File: config.mk
export PLATFORM = sky130hd
export DESIGN_NAME = packet_deconstructor
export DESIGN_NICKNAME = d
export VERILOG_FILES = /design/src/rtl/packet_deconstructor.sv
export SDC_FILE = /design/constraint.sdc
export NUM_CORES = 1
export LEC_CHECK = 0
export CAP_MARGIN = 20
export CELL_PAD_IN_SITES_DETAIL_PLACEMENT = 1
export CELL_PAD_IN_SITES_GLOBAL_PLACEMENT = 2
export CORE_MARGIN = 2
export CORE_UTILIZATION = 29
export DETAILED_ROUTE_END_ITERATION = 8
export PLACE_DENSITY = 0.84
export SYNTH_ARGS = -nofsm -noshare
export SYNTH_HDL_FRONTEND = slang
export SYNTH_SLANG_ARGS = --single-unit
File: constraint.sdc
create_clock -name clock -period 1.4 [get_ports clock]
set_input_delay 0.21 -clock clock [delete_from_list [all_inputs] [get_ports clock]]
set_output_delay 0.21 -clock clock [all_outputs]
set_load 0.005 [all_outputs]
File: src/rtl/packet_deconstructor.sv
// ---------------------------------------------------------------------------
// packet_deconstructor
//
// Splits a sentinel-terminated UART byte stream into packet beats. One byte
// of lookahead sits in a holding register. Only a later byte or the sentinel
// shows whether the held byte is the last byte of its packet. An empty packet
// (a sentinel with nothing held) is dropped.
//
// Optional feature: define PACKET_DECONSTRUCTOR_STATS_EN to add the
// packet_count output. It is a 16-bit wrapping count of delivered packets.
//
// Ports
//   clock         in   sole clock, rising edge
//   reset         in   asynchronous, active-high reset
//   uart_data     in   [7:0] received UART byte
//   uart_valid    in   uart_data valid this cycle
//   uart_ready    out  block accepts uart_data this cycle
//   packet_data   out  [7:0] payload byte (registered)
//   packet_valid  out  packet_data valid (registered)
//   packet_ready  in   downstream accepts the beat
//   packet_last   out  final payload byte of a packet (registered)
//   packet_count  out  [15:0] completed packets (STATS_EN builds only)
// ---------------------------------------------------------------------------
module packet_deconstructor #(
  parameter logic [7:0] SENTINEL = 8'h00
) (
  input  logic        clock,
  input  logic        reset,
  input  logic [7:0]  uart_data,
  input  logic        uart_valid,
  output logic        uart_ready,
  output logic [7:0]  packet_data,
  output logic        packet_valid,
  input  logic        packet_ready,
  output logic        packet_last
`ifdef PACKET_DECONSTRUCTOR_STATS_EN
  ,
  output logic [15:0] packet_count
`endif
);

  // EMPTY means no byte is held; HELD means hold_data_q holds a byte.
  typedef enum logic {
    EMPTY = 1'b0,
    HELD  = 1'b1
  } state_e;

  state_e      state_q, state_d;
  logic [7:0]  hold_data_q, hold_data_d;
  logic [7:0]  packet_data_q, packet_data_d;
  logic        packet_valid_q, packet_valid_d;
  logic        packet_last_q, packet_last_d;

  logic        accept;
  logic        consume;
  logic        is_sentinel;

  // A new byte may be accepted only when the output register is free now or
  // is drained this cycle. A load can then never overwrite a stalled beat.
  assign uart_ready  = ~packet_valid_q | packet_ready;
  assign accept      = uart_valid & uart_ready;
  assign consume     = packet_valid_q & packet_ready;
  assign is_sentinel = (uart_data == SENTINEL);

  // Next-state and datapath. When a beat drains and a load happens in the
  // same cycle, the load wins, so the stream runs with no bubble.
  always_comb begin
    state_d        = state_q;
    hold_data_d    = hold_data_q;
    packet_data_d  = packet_data_q;
    packet_valid_d = packet_valid_q;
    packet_last_d  = packet_last_q;

    if (consume) begin
      packet_valid_d = 1'b0;
    end

    if (accept) begin
      unique case (state_q)
        EMPTY: begin
          if (!is_sentinel) begin
            hold_data_d = uart_data;
            state_d     = HELD;
          end
        end
        HELD: begin
          packet_data_d  = hold_data_q;
          packet_valid_d = 1'b1;
          packet_last_d  = is_sentinel;
          if (is_sentinel) begin
            state_d = EMPTY;
          end else begin
            hold_data_d = uart_data;
          end
        end
        default: state_d = EMPTY;
      endcase
    end
  end

  always_ff @(posedge clock or posedge reset) begin
    if (reset) begin
      state_q        <= EMPTY;
      hold_data_q    <= 8'h00;
      packet_data_q  <= 8'h00;
      packet_valid_q <= 1'b0;
      packet_last_q  <= 1'b0;
    end else begin
      state_q        <= state_d;
      hold_data_q    <= hold_data_d;
      packet_data_q  <= packet_data_d;
      packet_valid_q <= packet_valid_d;
      packet_last_q  <= packet_last_d;
    end
  end

  assign packet_data  = packet_data_q;
  assign packet_valid = packet_valid_q;
  assign packet_last  = packet_last_q;

`ifdef PACKET_DECONSTRUCTOR_STATS_EN
  logic [15:0] packet_count_q, packet_count_d;

  // A packet counts when its last beat is delivered, not when it is loaded.
  // The count wraps from 16'hFFFF to 0.
  always_comb begin
    packet_count_d = packet_count_q;
    if (consume && packet_last_q) begin
      packet_count_d = packet_count_q + 16'd1;
    end
  end

  always_ff @(posedge clock or posedge reset) begin
    if (reset) begin
      packet_count_q <= 16'h0000;
    end else begin
      packet_count_q <= packet_count_d;
    end
  end

  assign packet_count = packet_count_q;
`endif

endmodule
==> flow_summary.json, run 1 <==
{
  "dp.cells": 105,
  "hold_violations": 0,
  "grt_max_degree": 20,
  "powerDensity_mw_per_mm2": 1270,
  "critPathBufInv": 1,
  "grt_util_all_layers_pct": 12.7,
  "routed_wl_mm": 1.64,
  "coreArea_mm2": 0.00245,
  "drive_gt1_share_pct": 30.9,
  "fin_setup_tns_ps": 0,
  "ant_nets": 0,
  "cts.clk_slew.worst_paths_ps": 100,
  "dp_hpwl_mm": 1.12,
  "final_cell_mix": "19 x dfrtp_1, 14 x dlymetal6s2s_1, 9 x mux2_2",
  "post_drt_wl_per_cell_um": 14.8,
  "cp_slowest_stage_delay_ps": 480,
  "period_minus_slack_ps": 1330,
  "ys_seq_elements": 19,
  "drv_slew": 0,
  "setup_violations": 0,
  "crit_type": "in -> reg",
  "drt_iter0_drc": 2,
  "grt_setup_unrepaired": "false",
  "worst_ep_arrival_time_ps": 1510,
  "io_buffers": 22,
  "setup_slack_ps": 65.6,
  "ir_worst_vdd_uv": 709,
  "rows": 18,
  "ioPinCount": 23,
  "ctsRootBufferMaster": "clkbuf_4",
  "cts_htree_levels": 1,
  "synth_area_um2": 741,
  "netlist.area_leader.share_pct": 64.2,
  "yosysWarningCount": 0,
  "maxCapViolations": 0,
  "overflow": 0,
  "grt_pass1_wl_mm": 2.62,
  "hold_class": "in -> reg",
  "path_cells": "clkdlybuf4s50_1 > or4_4 > o211ai_4 > o21ai_0",
  "synth_top_cell_by_area": "dfrtp_1",
  "drc": 0,
  "mostFrequentLayoutCell": "dfrtp_1",
  "finClkSkew_ps": 3.78,
  "synth_nets": 61,
  "endpoint_kind": "register",
  "crit_path_top_delay_cell": "or4_4",
  "fin_crit_sh_pct": 95.3,
  "n_antenna_cell": 0,
  "final_cells": 111,
  "dr_total_vias": 526,
  "tritoncts": "done",
  "syn_avg_cell_area_um2": 15.1,
  "synth.area.top_cells": "dfrtp_1 64%, mux2_2 14%, a22o_1 9.5%",
  "start_util_pct": 30.2,
  "die-width_um": 54.5,
  "grt_pass1_vias": 600,
  "worstPathRequired_ps": 1570,
  "clockBufferDepth": 2,
  "dieHeight_um": 54.5,
  "critPathLaunchType": "input pin",
  "clk_latency_ps": 290,
  "antenna_found_initial": 0,
  "yosysUniqueCellTypes": 13,
  "worstMarginPinSlew_ps": 322,
  "drt_pass1_iterations": 2,
  "cts_inserted_buffers": 3,
  "status": "finished, final reports clean",
  "place_ws_ps": -432,
  "max_slew_margin_pct": 78.5,
  "seq_area_frac_synth_pct": 64.2,
  "nFillCells": 253,
  "synthCells": 49,
  "vias_per_cell": 4.74,
  "cts_sinks": 19,
  "nets": 94,
  "gp_congestion": 0.721,
  "area_delta_synth_final_pct": 52.5,
  "crit_family": "simple AND/OR/NAND/NOR gates",
  "power_mw": 1.43,
  "critical_path_peak_fanout": 5,
  "fmaxAchievable_mhz": 749,
  "leakage_nw": 0.668,
  "dieArea_mm2": 0.00297
}
## sequential cells by signal, summed over array words and instances (netlist names)
register and cells:
state_q 1, packet_valid 1, packet_last 1, packet_data 8, hold_data_q 8
## cell type report
cell class	instances	area, um^2	area share [%]
clock buffer	4	26.3	2.33
timing repair buffer	29	304	26.9
multi-input combinational	27	279	24.7
tap	30	37.5	3.32
sequential	19	475	42.1
inverter	2	7.51	0.664
## stage by stage
step	cell area, um^2	hold WS (ps)	util, %
6_report	1130	206	46.0
5_1_grt	1130	209	46.0
3_5_place_dp	1040	483	42.2
4_1_cts	1080	228	43.9
2_1_floorplan	741	161	-
3_3_place_gp	1040	485	42.2
## timing repair
| action | 4_1_cts | 5_1_grt |
|---|---|---|
| setup buffers | 0 | 1 |
| cloned | 1 | 0 |
| setup endpoints to repair | 10 | 18 |
| hold buffers | 0 | 0 |
| pin swaps | 3 | 4 |
| resized for setup | 4 | 15 |
## logic make-up after synthesis
| family | Yosys count | share of synthesized area (%) |
|---|---|---|
| flops | 19 | 64.2 |
| compound gates | 10 | 13.0 |
| mux | 9 | 13.7 |
| simple gates | 7 | 7.09 |
| buf+inv | 4 | 2.03 |
## worst paths after layout
check | cells after the start | startpoint | slack [ps] | to
setup / recovery | 4 | uart_data[0] | 70 | state_q$_DFFE_PP0P_
hold / removal | 2 | uart_data[5] | 210 | hold_data_q[5]$_DFFE_PP0P_
setup reg to reg | 4 | packet_valid$_DFF_PP0_ | 180 | hold_data_q[3]$_DFFE_PP0P_
hold reg to reg | 1 | hold_data_q[5]$_DFFE_PP0P_ | 510 | hold_data_q[5]$_DFFE_PP0P_
max in group asynchronous | 3 | reset | 980 | packet_last$_DFFE_PP0P_
min in group asynchronous | 3 | reset | 220 | packet_data[6]$_DFFE_PP0P_
## power breakdown
part	switching (mW)	internal [mW]	total [mW]
clock	0.160	0.111	0.271
combinational	0.141	0.279	0.420
sequential	0.0671	0.675	0.742
total	0.368	1.07	1.43
## synth_stat cells (all sizes together)
cell type,instances
dfrtp,19
mux2,9
a22o,8
clkbuf,2
inv,2
or4,2
and2,1
nand2,1
nand2b,1
nand3,1
nor2,1
o211ai,1
o21ai,1
## metal layers
metal / wire, um / global-route usage (%) / vias up / part of all wire (%)
met3: 63 / 2.46 / 3 / 3.8
li1: - / - / 247 / -
met2: 847 / 21.1 / 16 / 52
met4: 21 / 5.00 / 0 / 1.3
met5: 0 / 0 / - / 0
met1: 709 / 16.1 / 260 / 43
No activity file was read; power rests on OpenSTA's default activity.
==> run 2: changes to the inputs <==
--- a/config.mk
+++ b/config.mk
@@ -9,9 +9,10 @@
 export CELL_PAD_IN_SITES_DETAIL_PLACEMENT = 1
 export CELL_PAD_IN_SITES_GLOBAL_PLACEMENT = 2
 export CORE_MARGIN = 2
-export CORE_UTILIZATION = 29
+export CORE_UTILIZATION = 38
 export DETAILED_ROUTE_END_ITERATION = 8
-export PLACE_DENSITY = 0.84
+export DONT_BUFFER_PORTS = 1
+export PLACE_DENSITY = 0.81
 export SYNTH_ARGS = -nofsm -noshare
 export SYNTH_HDL_FRONTEND = slang
 export SYNTH_SLANG_ARGS = --single-unit
==> flow_summary.json, run 2 (synthesis results as in run 1) <==
{
  "hold_buffers": 1,
  "cts_sinks": 19,
  "hold_violations": 0,
  "power_mw": 1.23,
  "p_seq_share_pct": 61.7,
  "overflow": 0,
  "hold_class": "in -> reg",
  "mostFrequentLayoutCell": "dfrtp_1",
  "multi_input_area_um2": 250,
  "leakage_nw": 0.388,
  "switching_share_pct": 26.5,
  "drt_pass1_iterations": 1,
  "setup_violations": 0,
  "grtUsageMet1_pct": 16.8,
  "cts_inserted_buffers": 3,
  "whs_path_depth": 1,
  "dieArea_mm2": 0.00232,
  "powerDensity_mw_per_mm2": 1490,
  "ioPinCount": 23,
  "grt_max_degree": 20,
  "dp_hpwl_um": 978,
  "antenna_found_initial": 0,
  "reg2reg_to": "hold_data_q[3]$_DFFE_PP0P_",
  "dieHeight_um": 48.2,
  "nets": 68,
  "grt_setup_unrepaired": "false",
  "reg2reg_setup_slack_ps": 120,
  "pwr-share-clk_pct": 22.5,
  "post_cts_buffers": 0,
  "worstPathRequired_ps": 1590,
  "cts_htree_levels": 1,
  "cts_resized": 0,
  "cts.clk_slew.worst_paths_ps": 110,
  "power.switching_mw": 0.326,
  "n_antenna_cell": 0,
  "r2r_cells": 4,
  "tritoncts": "done",
  "maxCapViolations": 0,
  "max_slew_margin_pct": 78.9,
  "endpoint_kind": "register",
  "register_area_um2": 475,
  "critPathLaunchType": "register",
  "io_buffers": 0,
  "grt_util_met2_pct": 18.4,
  "grt_pass1_vias": 457,
  "grt_util_all_layers_pct": 13.9,
  "worstMarginPinSlew_ps": 316,
  "drive_gt1_share_pct": 34.5,
  "drc": 0,
  "post_drt_wl_per_cell_um": 17.0,
  "finClkSkew_ps": 7.48,
  "gp_congestion": 0.756,
  "p_int_mw": 0.904,
  "status": "finished, final reports clean",
  "drv_slew": 0,
  "grt_pass1_wl_mm": 2.04,
  "start_util_pct": 41.5,
  "r2r_start": "packet_valid$_DFF_PP0_",
  "grt-busiest-layer": "met2",
  "clk_latency_ps": 300,
  "vias_per_cell": 5.31,
  "coreArea_mm2": 0.00178,
  "routed_wl_mm": 1.36,
  "worstHoldStart": "uart_data[5]",
  "area_delta_synth_final_pct": 11.1,
  "rows": 15,
  "dr_total_vias": 425,
  "ir_worst_vdd_uv": 655,
  "worst_ep_arrival_time_ps": 1470,
  "final_cell_mix": "19 x dfrtp_1, 9 x mux2_2, 8 x a22o_1",
  "power_frac_comb_pct": 15.7,
  "fin_crit_sh_pct": 91.7,
  "ant_nets": 0,
  "holdPathEnd": "hold_data_q[5]$_DFFE_PP0P_",
  "ctsRootBufferMaster": "clkbuf_4",
  "drt_iter0_drc": 0,
  "fin_setup_tns_ps": 0,
  "nFillCells": 189,
  "crit_type": "reg -> reg",
  "grtUsageMet3_pct": 8.89,
  "die-width_um": 48.2,
  "fmaxAchievable_mhz": 779,
  "critical_path_peak_fanout": 9,
  "period_minus_slack_ps": 1280,
  "clockBufferDepth": 2
}
-- run 2: final cells by class --
cell class / count / share of cell area (%)
Clock buffer: 4 / 3.19
Sequential cell: 19 / 57.8
Timing Repair Buffer: 4 / 3.95
Inverter: 2 / 0.912
Multi-Input combinational cell: 26 / 30.4
Tap cell: 25 / 3.80
-- run 2: power by group through the flow --
stage | Clock (mW) | Combinational (mW) | Sequential (mW)
after global placement | 0 | 0.189 | 0.770
after global routing | 0.309 | 0.216 | 0.780
after floorplan | 0 | 0.162 | 0.749
after CTS | 0.290 | 0.198 | 0.763
final | 0.277 | 0.194 | 0.759
after detailed placement | 0 | 0.194 | 0.774
-- run 2: per-stage QoR --
step | util (%) | setup slack (ps) | area [um^2] | std cells | hold WS [ps]
floorplan | - | 72.9 | 741 | 49 | 161
global placement | 44.1 | 74.4 | 787 | 75 | 133
detailed placement | 44.1 | 41.2 | 787 | 75 | 137
CTS | 46.2 | 104 | 823 | 80 | 32.7
global route | 46.2 | 20.6 | 823 | 80 | 21.5
finish | 46.2 | 116 | 823 | 80 | 40.2
-- run 2: worst max path at each step --
stage / start / to / slack, ps
3_3_place_gp: uart_data[6] / state_q$_DFFE_PP0P_ / 70
2_1_floorplan: packet_valid$_DFF_PP0_ / packet_data[0]$_DFFE_PP0P_ / 70
6_report: packet_valid$_DFF_PP0_ / hold_data_q[3]$_DFFE_PP0P_ / 120
5_1_grt: packet_valid$_DFF_PP0_ / hold_data_q[3]$_DFFE_PP0P_ / 20
3_5_place_dp: uart_data[6] / state_q$_DFFE_PP0P_ / 40
4_1_cts: packet_valid$_DFF_PP0_ / packet_data[4]$_DFFE_PP0P_ / 100
-- run 2: critical path, cell delays in order, from the launching register on --
cell and delay [ps]:
dfrtp_1 380, nand2b_1 110, buf_4 160, and2_1 250, a22o_1 270
-- run 2: routing by layer --
layer	part of all wire [%]	up-vias
met4	1.7	0
met2	45	22
met5	0	-
met1	40	211
met3	13	4
li1	-	188
==> run 3: changes to the inputs <==
--- a/config.mk
+++ b/config.mk
@@ -12,6 +12,7 @@
 export CORE_UTILIZATION = 38
 export DETAILED_ROUTE_END_ITERATION = 8
 export DONT_BUFFER_PORTS = 1
+export GPL_ROUTABILITY_DRIVEN = 0
 export PLACE_DENSITY = 0.81
 export SYNTH_ARGS = -nofsm -noshare
 export SYNTH_HDL_FRONTEND = slang
==> results of run 3 <==
The final DEF is identical to that of run 2; final timing and power are the same.
